<file path="config.mk">
export PLATFORM = sky130hd
export DESIGN_NAME = scara_motion_sequencer
export DESIGN_NICKNAME = d
export VERILOG_FILES = /design/src/rtl/scara_motion_sequencer.sv
export SDC_FILE = /design/constraint.sdc
export NUM_CORES = 1
export LEC_CHECK = 0
export ABC_CLOCK_PERIOD_IN_PS = 4870
export CAP_MARGIN = 20
export CORE_ASPECT_RATIO = 0.5
export CORE_MARGIN = 3
export CORE_UTILIZATION = 50
export DETAILED_ROUTE_END_ITERATION = 8
export HOLD_SLACK_MARGIN = 0.08
export PLACE_DENSITY = 0.73
export SYNTH_ARGS = -nofsm -noshare
export SYNTH_HDL_FRONTEND = slang
export SYNTH_SLANG_ARGS = --single-unit
</file>
<file path="constraint.sdc">
create_clock -name clk -period 4.87 [get_ports clk]
set_input_delay 0.974 -clock clk [delete_from_list [all_inputs] [get_ports clk]]
set_output_delay 0.974 -clock clk [all_outputs]
set_load 0.005 [all_outputs]
</file>
<file path="src/rtl/scara_motion_sequencer.sv">
// SCARA motion sequencer: a small command FIFO feeds absolute/relative moves, pen and
// dwell commands; moves are issued to the stepper driver as bursts capped at 2^STEP_W-1.
module scara_motion_sequencer #(
  parameter int NAXES   = 2,
  parameter int POS_W   = 13,
  parameter int STEP_W  = 8,
  parameter int DEPTH   = 4,
  parameter int DWELL_W = 16,
  parameter int HOME    = 402
) (
  input  logic                    clk,
  input  logic                    reset,
  input  logic                    cmd_valid,
  output logic                    cmd_ready,
  input  logic [1:0]              cmd_op,
  input  logic [NAXES*POS_W-1:0]  cmd_data,
  input  logic                    abort,
  output logic                    step_valid,
  input  logic                    step_ready,
  output logic [NAXES*STEP_W-1:0] steps,
  output logic [NAXES-1:0]        dir,
  output logic                    pen,
  output logic [NAXES*POS_W-1:0]  pos,
  output logic                    busy,
  output logic                    cmd_done
);
  localparam int DW = NAXES * POS_W;
  localparam int AW = (DEPTH > 1) ? $clog2(DEPTH) : 1;
  localparam logic [AW:0]    FULL     = (AW+1)'(DEPTH);
  localparam logic [POS_W:0] STEP_MAX = (POS_W+1)'((1 << STEP_W) - 1);

  typedef enum logic [1:0] {OP_ABS, OP_REL, OP_PEN, OP_DWELL} op_t;
  typedef enum logic [2:0] {IDLE, LOAD, ISSUE, DWELL, DONE} state_t;

  state_t             state;
  op_t                fifo_op   [DEPTH];
  logic [DW-1:0]      fifo_data [DEPTH];
  logic [AW-1:0]      wr_ptr, rd_ptr;
  logic [AW:0]        count;
  op_t                cur_op;
  logic [DW-1:0]      cur_data;
  logic [POS_W-1:0]   pos_q   [NAXES];
  logic [POS_W:0]     rem     [NAXES];
  logic [STEP_W-1:0]  steps_q [NAXES];
  logic [NAXES-1:0]   dir_q;
  logic [DWELL_W-1:0] dwell_cnt;

  logic [POS_W-1:0]   tgt         [NAXES];
  logic [POS_W:0]     diff        [NAXES];
  logic [POS_W:0]     load_rem    [NAXES];
  logic [STEP_W-1:0]  load_steps  [NAXES];
  logic [POS_W:0]     burst_rem   [NAXES];
  logic [STEP_W-1:0]  burst_steps [NAXES];
  logic [POS_W-1:0]   burst_pos   [NAXES];
  logic [NAXES-1:0]   load_dir;
  logic               load_any, burst_any;
  logic               push, pop;

  assign cmd_ready  = (count != FULL);
  assign push       = cmd_valid && cmd_ready && !abort;
  assign pop        = (state == IDLE) && (count != '0) && !abort;
  assign step_valid = (state == ISSUE);
  assign cmd_done   = (state == DONE);
  assign busy       = (state != IDLE) || (count != '0);
  assign dir        = dir_q;

  for (genvar k = 0; k < NAXES; k++) begin : g_pack
    assign pos[k*POS_W +: POS_W]    = pos_q[k];
    assign steps[k*STEP_W +: STEP_W] = steps_q[k];
  end

  function automatic logic [STEP_W-1:0] cap(input logic [POS_W:0] r);
    return (r > STEP_MAX) ? STEP_MAX[STEP_W-1:0] : r[STEP_W-1:0];
  endfunction

  // Differences are taken one bit wider than a position so |target - pos| never overflows.
  always_comb begin
    // NOTE: every combinational output gets a default first so no path can infer a latch.
    load_any  = 1'b0;
    burst_any = 1'b0;
    load_dir  = '0;
    for (int k = 0; k < NAXES; k++) begin
      tgt[k] = cur_data[k*POS_W +: POS_W];
      if (cur_op == OP_REL) tgt[k] = pos_q[k] + cur_data[k*POS_W +: POS_W];
      diff[k]        = {tgt[k][POS_W-1], tgt[k]} - {pos_q[k][POS_W-1], pos_q[k]};
      load_dir[k]    = !diff[k][POS_W] && (diff[k] != '0);
      load_rem[k]    = diff[k][POS_W] ? -diff[k] : diff[k];
      load_steps[k]  = cap(load_rem[k]);
      load_any       = load_any || (load_rem[k] != '0);
      burst_rem[k]   = rem[k] - (POS_W+1)'(steps_q[k]);
      burst_steps[k] = cap(burst_rem[k]);
      burst_any      = burst_any || (burst_rem[k] != '0);
      burst_pos[k]   = dir_q[k] ? pos_q[k] + POS_W'(steps_q[k])
                                : pos_q[k] - POS_W'(steps_q[k]);
    end
  end

  // NOTE: the storage array is not reset; count and pointers make stale entries unreachable.
  always_ff @(posedge clk) begin
    if (push) begin
      fifo_op[wr_ptr]   <= op_t'(cmd_op);
      fifo_data[wr_ptr] <= cmd_data;
    end
  end

  // NOTE: non-blocking assignments throughout, so every register sees pre-edge values.
  always_ff @(posedge clk) begin
    if (!reset) begin
      state     <= IDLE;
      wr_ptr    <= '0;
      rd_ptr    <= '0;
      count     <= '0;
      cur_op    <= OP_ABS;
      cur_data  <= '0;
      dir_q     <= '0;
      pen       <= 1'b0;
      dwell_cnt <= '0;
      for (int k = 0; k < NAXES; k++) begin
        pos_q[k]   <= POS_W'(HOME);
        rem[k]     <= '0;
        steps_q[k] <= '0;
      end
    end else if (abort) begin
      // A burst handshaken in the abort cycle is already on its way to the motors.
      if (step_valid && step_ready)
        for (int k = 0; k < NAXES; k++) pos_q[k] <= burst_pos[k];
      state  <= IDLE;
      wr_ptr <= '0;
      rd_ptr <= '0;
      count  <= '0;
    end else begin
      if (push) wr_ptr <= wr_ptr + 1'b1;
      if (pop)  rd_ptr <= rd_ptr + 1'b1;
      case ({push, pop})
        2'b10:   count <= count + 1'b1;
        2'b01:   count <= count - 1'b1;
        default: ;
      endcase

      case (state)
        IDLE: if (pop) begin
          cur_op   <= fifo_op[rd_ptr];
          cur_data <= fifo_data[rd_ptr];
          state    <= LOAD;
        end
        LOAD: case (cur_op)
          OP_ABS, OP_REL: begin
            for (int k = 0; k < NAXES; k++) begin
              rem[k]     <= load_rem[k];
              steps_q[k] <= load_steps[k];
            end
            dir_q <= load_dir;
            state <= load_any ? ISSUE : DONE;
          end
          OP_PEN: begin
            pen   <= cur_data[0];
            state <= DONE;
          end
          OP_DWELL: begin
            dwell_cnt <= cur_data[DWELL_W-1:0];
            state     <= (cur_data[DWELL_W-1:0] == '0) ? DONE : DWELL;
          end
        endcase
        ISSUE: if (step_ready) begin
          for (int k = 0; k < NAXES; k++) begin
            pos_q[k]   <= burst_pos[k];
            rem[k]     <= burst_rem[k];
            steps_q[k] <= burst_steps[k];
          end
          state <= burst_any ? ISSUE : DONE;
        end
        DWELL: begin
          dwell_cnt <= dwell_cnt - 1'b1;
          if (dwell_cnt == DWELL_W'(1)) state <= DONE;
        end
        DONE:    state <= IDLE;
        default: state <= IDLE;
      endcase
    end
  end
endmodule

</file>
==> summary.txt <==
Worst setup path
  – Crit path kind: flip-flop to flip-flop
  – Worst path cell trace: ha_1 > a21o_1 > a21oi_2 > o21ai_2 > a21oi_2 > nor2b_1 > o21a_1 > o31a_1 > o41ai_2 > xor2_1 > o21ai_2 > ha_1 > buf_4 > nor3_1 > a21oi_1 > o21ai_1 > nor2_2 > a21oi_1 > or3_1 > a21oi_2 > a2bb2oi_4 > o221ai_2
  – Critical-path maximum fanout: 8
  – Crit. End Element: flip-flop
  – CP required: 5.13 ns
  – Worst path most repeated cell: a21oi_2
  – Slowest CP cell: edfxtp_1
  – CP top delay family: compound AO/OA/AOI/OAI gates
  – CP startpoint kind: flip-flop
  – WP data arrival: 5.37 ns
  – Largest stage delay on the critical path: 0.42 ns
  – WP buf/inv: 1

Clock tree
  – Clock sink count: 239
  – CTS Root Cell: clkbuf_16
  – CTS clk-pin slew, worst paths: 0.06 ns
  – H-tree Lvls: 1
  – Bufs on Longest Clock Path: 3
  – Cts hold-fix bufs: 0
  – CTS tree: built
  – Skew-Pair Late Insertion Delay: 0.56 ns
  – TritonCTS buffer count: 24

Finish
  – Final Cell Area: 19500 µm²
  – Layout area overhead: 24.4%
  – Share of layout cells above drive strength 1: 19.8%
  – Most frequent cells in the layout: 182 x edfxtp_1, 162 x nand2_1, 156 x buf_4
  – Ant. Diodes: 0
  – Commonest non-fill, non-tap cell in the layout: edfxtp_1
  – Fin nets: 1938

Timing
  – Hold Vio Cnt, Final: 0
  – Final setup viols: 18
  – Final period util: 105%
  – Max-slew violations: 0
  – Slew Limit Headroom: 23.9%
  – Fmax: 0.196 GHz
  – Clock Skew: 0.0229 ns
  – Minimum clock period: 5.11 ns
  – RSZ-0062 raised after global routing: true
  – Fin worst setup slack: -0.245 ns
  – Worst-margin pin slew: 1.14 ns

Floorplan
  – Core Box Area: 30600 µm²
  – Die footprint: 33600 µm²
  – # IOs: 82
  – Die span in x: 256 µm
  – Initial Utilization: 51.2%
  – Die H: 131 µm
  – Row count: 45

Logic synthesis
  – Post-Syn Area: 15700 µm²
  – Yosys reg bits: 239
  – Yosys cell types: 83
  – Yosys warns: 0
  – EDFF count, synth: 182
  – Mean Syn Cell Area: 9.92 µm²
  – Main synth FF type: edfxtp_1
  – Sequential element share of the synthesized area: 42.2%
  – Syn Inst Count: 1578
  – Post-Syn Nets: 1721
  – Fraction of registers with async set/reset: 0%

Flow run
  – Max-cap violations: 0

Power and ir drop
  – VDD IR-drop max: 0.235 mV
  – Power per cell area: 262 nW/µm²
  – Pleak: 7.33 nW

Place
  – HPWL after detailed placement: 31600 µm
  – Placed cell area: 17800 µm²
  – Pre-CTS WS: -0.470 ns
  – Port bufs: 81
  – Final GP Congestion: 0.916

Min path
  – Worst hold path type: flip-flop to flip-flop

Drt
  – Residual DRC count: 0
  – Via density: 5.94
  – WL/cell: 19.8 µm
  – Vias: 13.3k
  – Final wirelength: 44200 µm
  – Antenna-violating nets left: 0
  – Starting DRT DRC Count: 949
  – 1st-pass router iterations: 5

Run status
  – Failing checks: setup timing
  – Status: complete, but fails checks

GRT
  – Grt ovf: 0
  – Largest net degree at the start of global routing: 48
  – Initial antenna violation count: 0
  – Overall Global Routing Usage: 25.5%
  – Number of global-route vias before repair: 13.1k
  – First-pass GRT wire length: 69700 µm
-- where the power goes --
part,switching (W),internal (W)
clock,0.000836,0.00104
sequential,0.0000382,0.00224
combinational,0.000529,0.000430
-- final timing paths --
check	start	end	slack, ns	cells after the start
worst min register to register	dwell_cnt[14]	dwell_cnt[14]	0.47	2
worst max register to register	pos_q[0][1]	steps_q[0][2]	-0.24	22
worst max-delay path	pos_q[0][1]	steps_q[0][2]	-0.24	22
worst min-delay path	dwell_cnt[14]	dwell_cnt[14]	0.47	2
-- state kept, by name, indices dropped and copies added (netlist names) --
register	cells
cur_data	26
fifo_data	104
steps_q	16
wr_ptr	2
state	3
dir	2
count	3
rd_ptr	2
cur_op	2
dwell_cnt	16
pen	1
rem	28
fifo_op	8
pos_q	26
-- synthesized netlist by cell type, drive strengths merged (4+ instances only) --
cell type / number / area [µm²]
and2: 18 / 115
nor4b: 8 / 70.1
o31ai: 7 / 57.6
nand3b: 6 / 45.0
mux4: 28 / 631
or2: 16 / 100
a22o: 5 / 43.8
or3: 9 / 56.3
nand2: 166 / 623
dfxtp: 57 / 1140
nor4: 21 / 138
xnor2: 77 / 674
a211oi: 14 / 115
inv: 94 / 353
ha: 101 / 1260
o22ai: 19 / 119
fa: 9 / 180
o211ai: 17 / 128
nand4: 9 / 62.6
and3: 11 / 68.8
and4: 5 / 43.8
mux2i: 6 / 60.1
nand3: 24 / 120
nand2b: 18 / 113
or4: 8 / 60.1
edfxtp: 182 / 5470
a31oi: 24 / 150
o21bai: 10 / 75.1
o221ai: 5 / 50.0
a21oi: 93 / 477
xor2: 49 / 429
o21a: 10 / 75.1
o21ai: 89 / 453
o22a: 4 / 35.0
nor2b: 28 / 175
mux2: 5 / 56.3
nor3: 41 / 205
o41ai: 9 / 86.3
o2111ai: 4 / 35.0
clkbuf: 42 / 158
a21o: 18 / 135
nor2: 123 / 464
buf: 13 / 66.3
a21boi: 38 / 289
-- worst reg2reg max path, stage by stage, from the launching register on --
cell and delay (ns):
edfxtp_1 0.42, ha_1 0.29, a21o_1 0.19, a21oi_2 0.16, o21ai_2 0.08, a21oi_2 0.17, nor2b_1 0.07, o21a_1 0.20
o31a_1 0.33, o41ai_2 0.37, xor2_1 0.21, o21ai_2 0.09, ha_1 0.34, buf_4 0.15, nor3_1 0.05, a21oi_1 0.16
o21ai_1 0.14, nor2_2 0.26, a21oi_1 0.07, or3_1 0.39, a21oi_2 0.23, a2bb2oi_4 0.30, o221ai_2 0.15
-- metal layers --
| layer | vias to the layer above | part of all wire, % | track usage [%] |
|---|---|---|---|
| li1 | 6249 | - | - |
| met1 | 6439 | 45 | 36.4 |
| met2 | 499 | 45 | 40.8 |
| met3 | 91 | 6.8 | 4.26 |
| met4 | 0 | 2.8 | 6.61 |
| met5 | - | 0 | 0 |
-- kinds of logic (layout without fill, tap and decap cells) --
group | after synthesis | after routing | synth area share [%]
AND/OR/NAND/NOR | 517 | 517 | 16.0
buffers and inverters | 149 | 381 | 3.69
adder cells (fa/ha/maj) | 110 | 110 | 9.23
XOR/XNOR | 126 | 126 | 7.05
multiplexers | 39 | 39 | 4.77
flip-flops | 239 | 239 | 42.2
AO/OA/AOI/OAI | 398 | 399 | 17.0
-- layout make-up --
| type | count | area, µm² |
|---|---|---|
| sequential | 239 | 6610 |
| clock inverter | 13 | 148 |
| tap | 423 | 529 |
| clock buffer | 29 | 629 |
| timing repair buffer | 245 | 2100 |
| inverter | 94 | 353 |
| multi-input combinational | 1191 | 9100 |
| fill | 2330 | 11100 |
-- what timing repair did --
action,CTS,global route
buffers inserted,20,12
gates cloned,1,0
resized for setup,84,69
pin swaps,55,60
endpoints found under the setup margin,24,33
-- through the flow --
stage / utilization [%] / instances / setup TNS (ns) / power, W / hold WS, ns
2_1_floorplan: - / 1578 / 0 / 0.00286 / 0.437
3_3_place_gp: 58.1 / 2158 / -2.13 / 0.00313 / 0.452
3_5_place_dp: 58.2 / 2159 / -6.70 / 0.00317 / 0.459
4_1_cts: 62.2 / 2222 / -0.527 / 0.00507 / 0.469
5_1_grt: 63.7 / 2234 / -6.50 / 0.00529 / 0.485
6_report: 63.7 / 2234 / -2.47 / 0.00511 / 0.471
(Power assumes the default switching activity.)
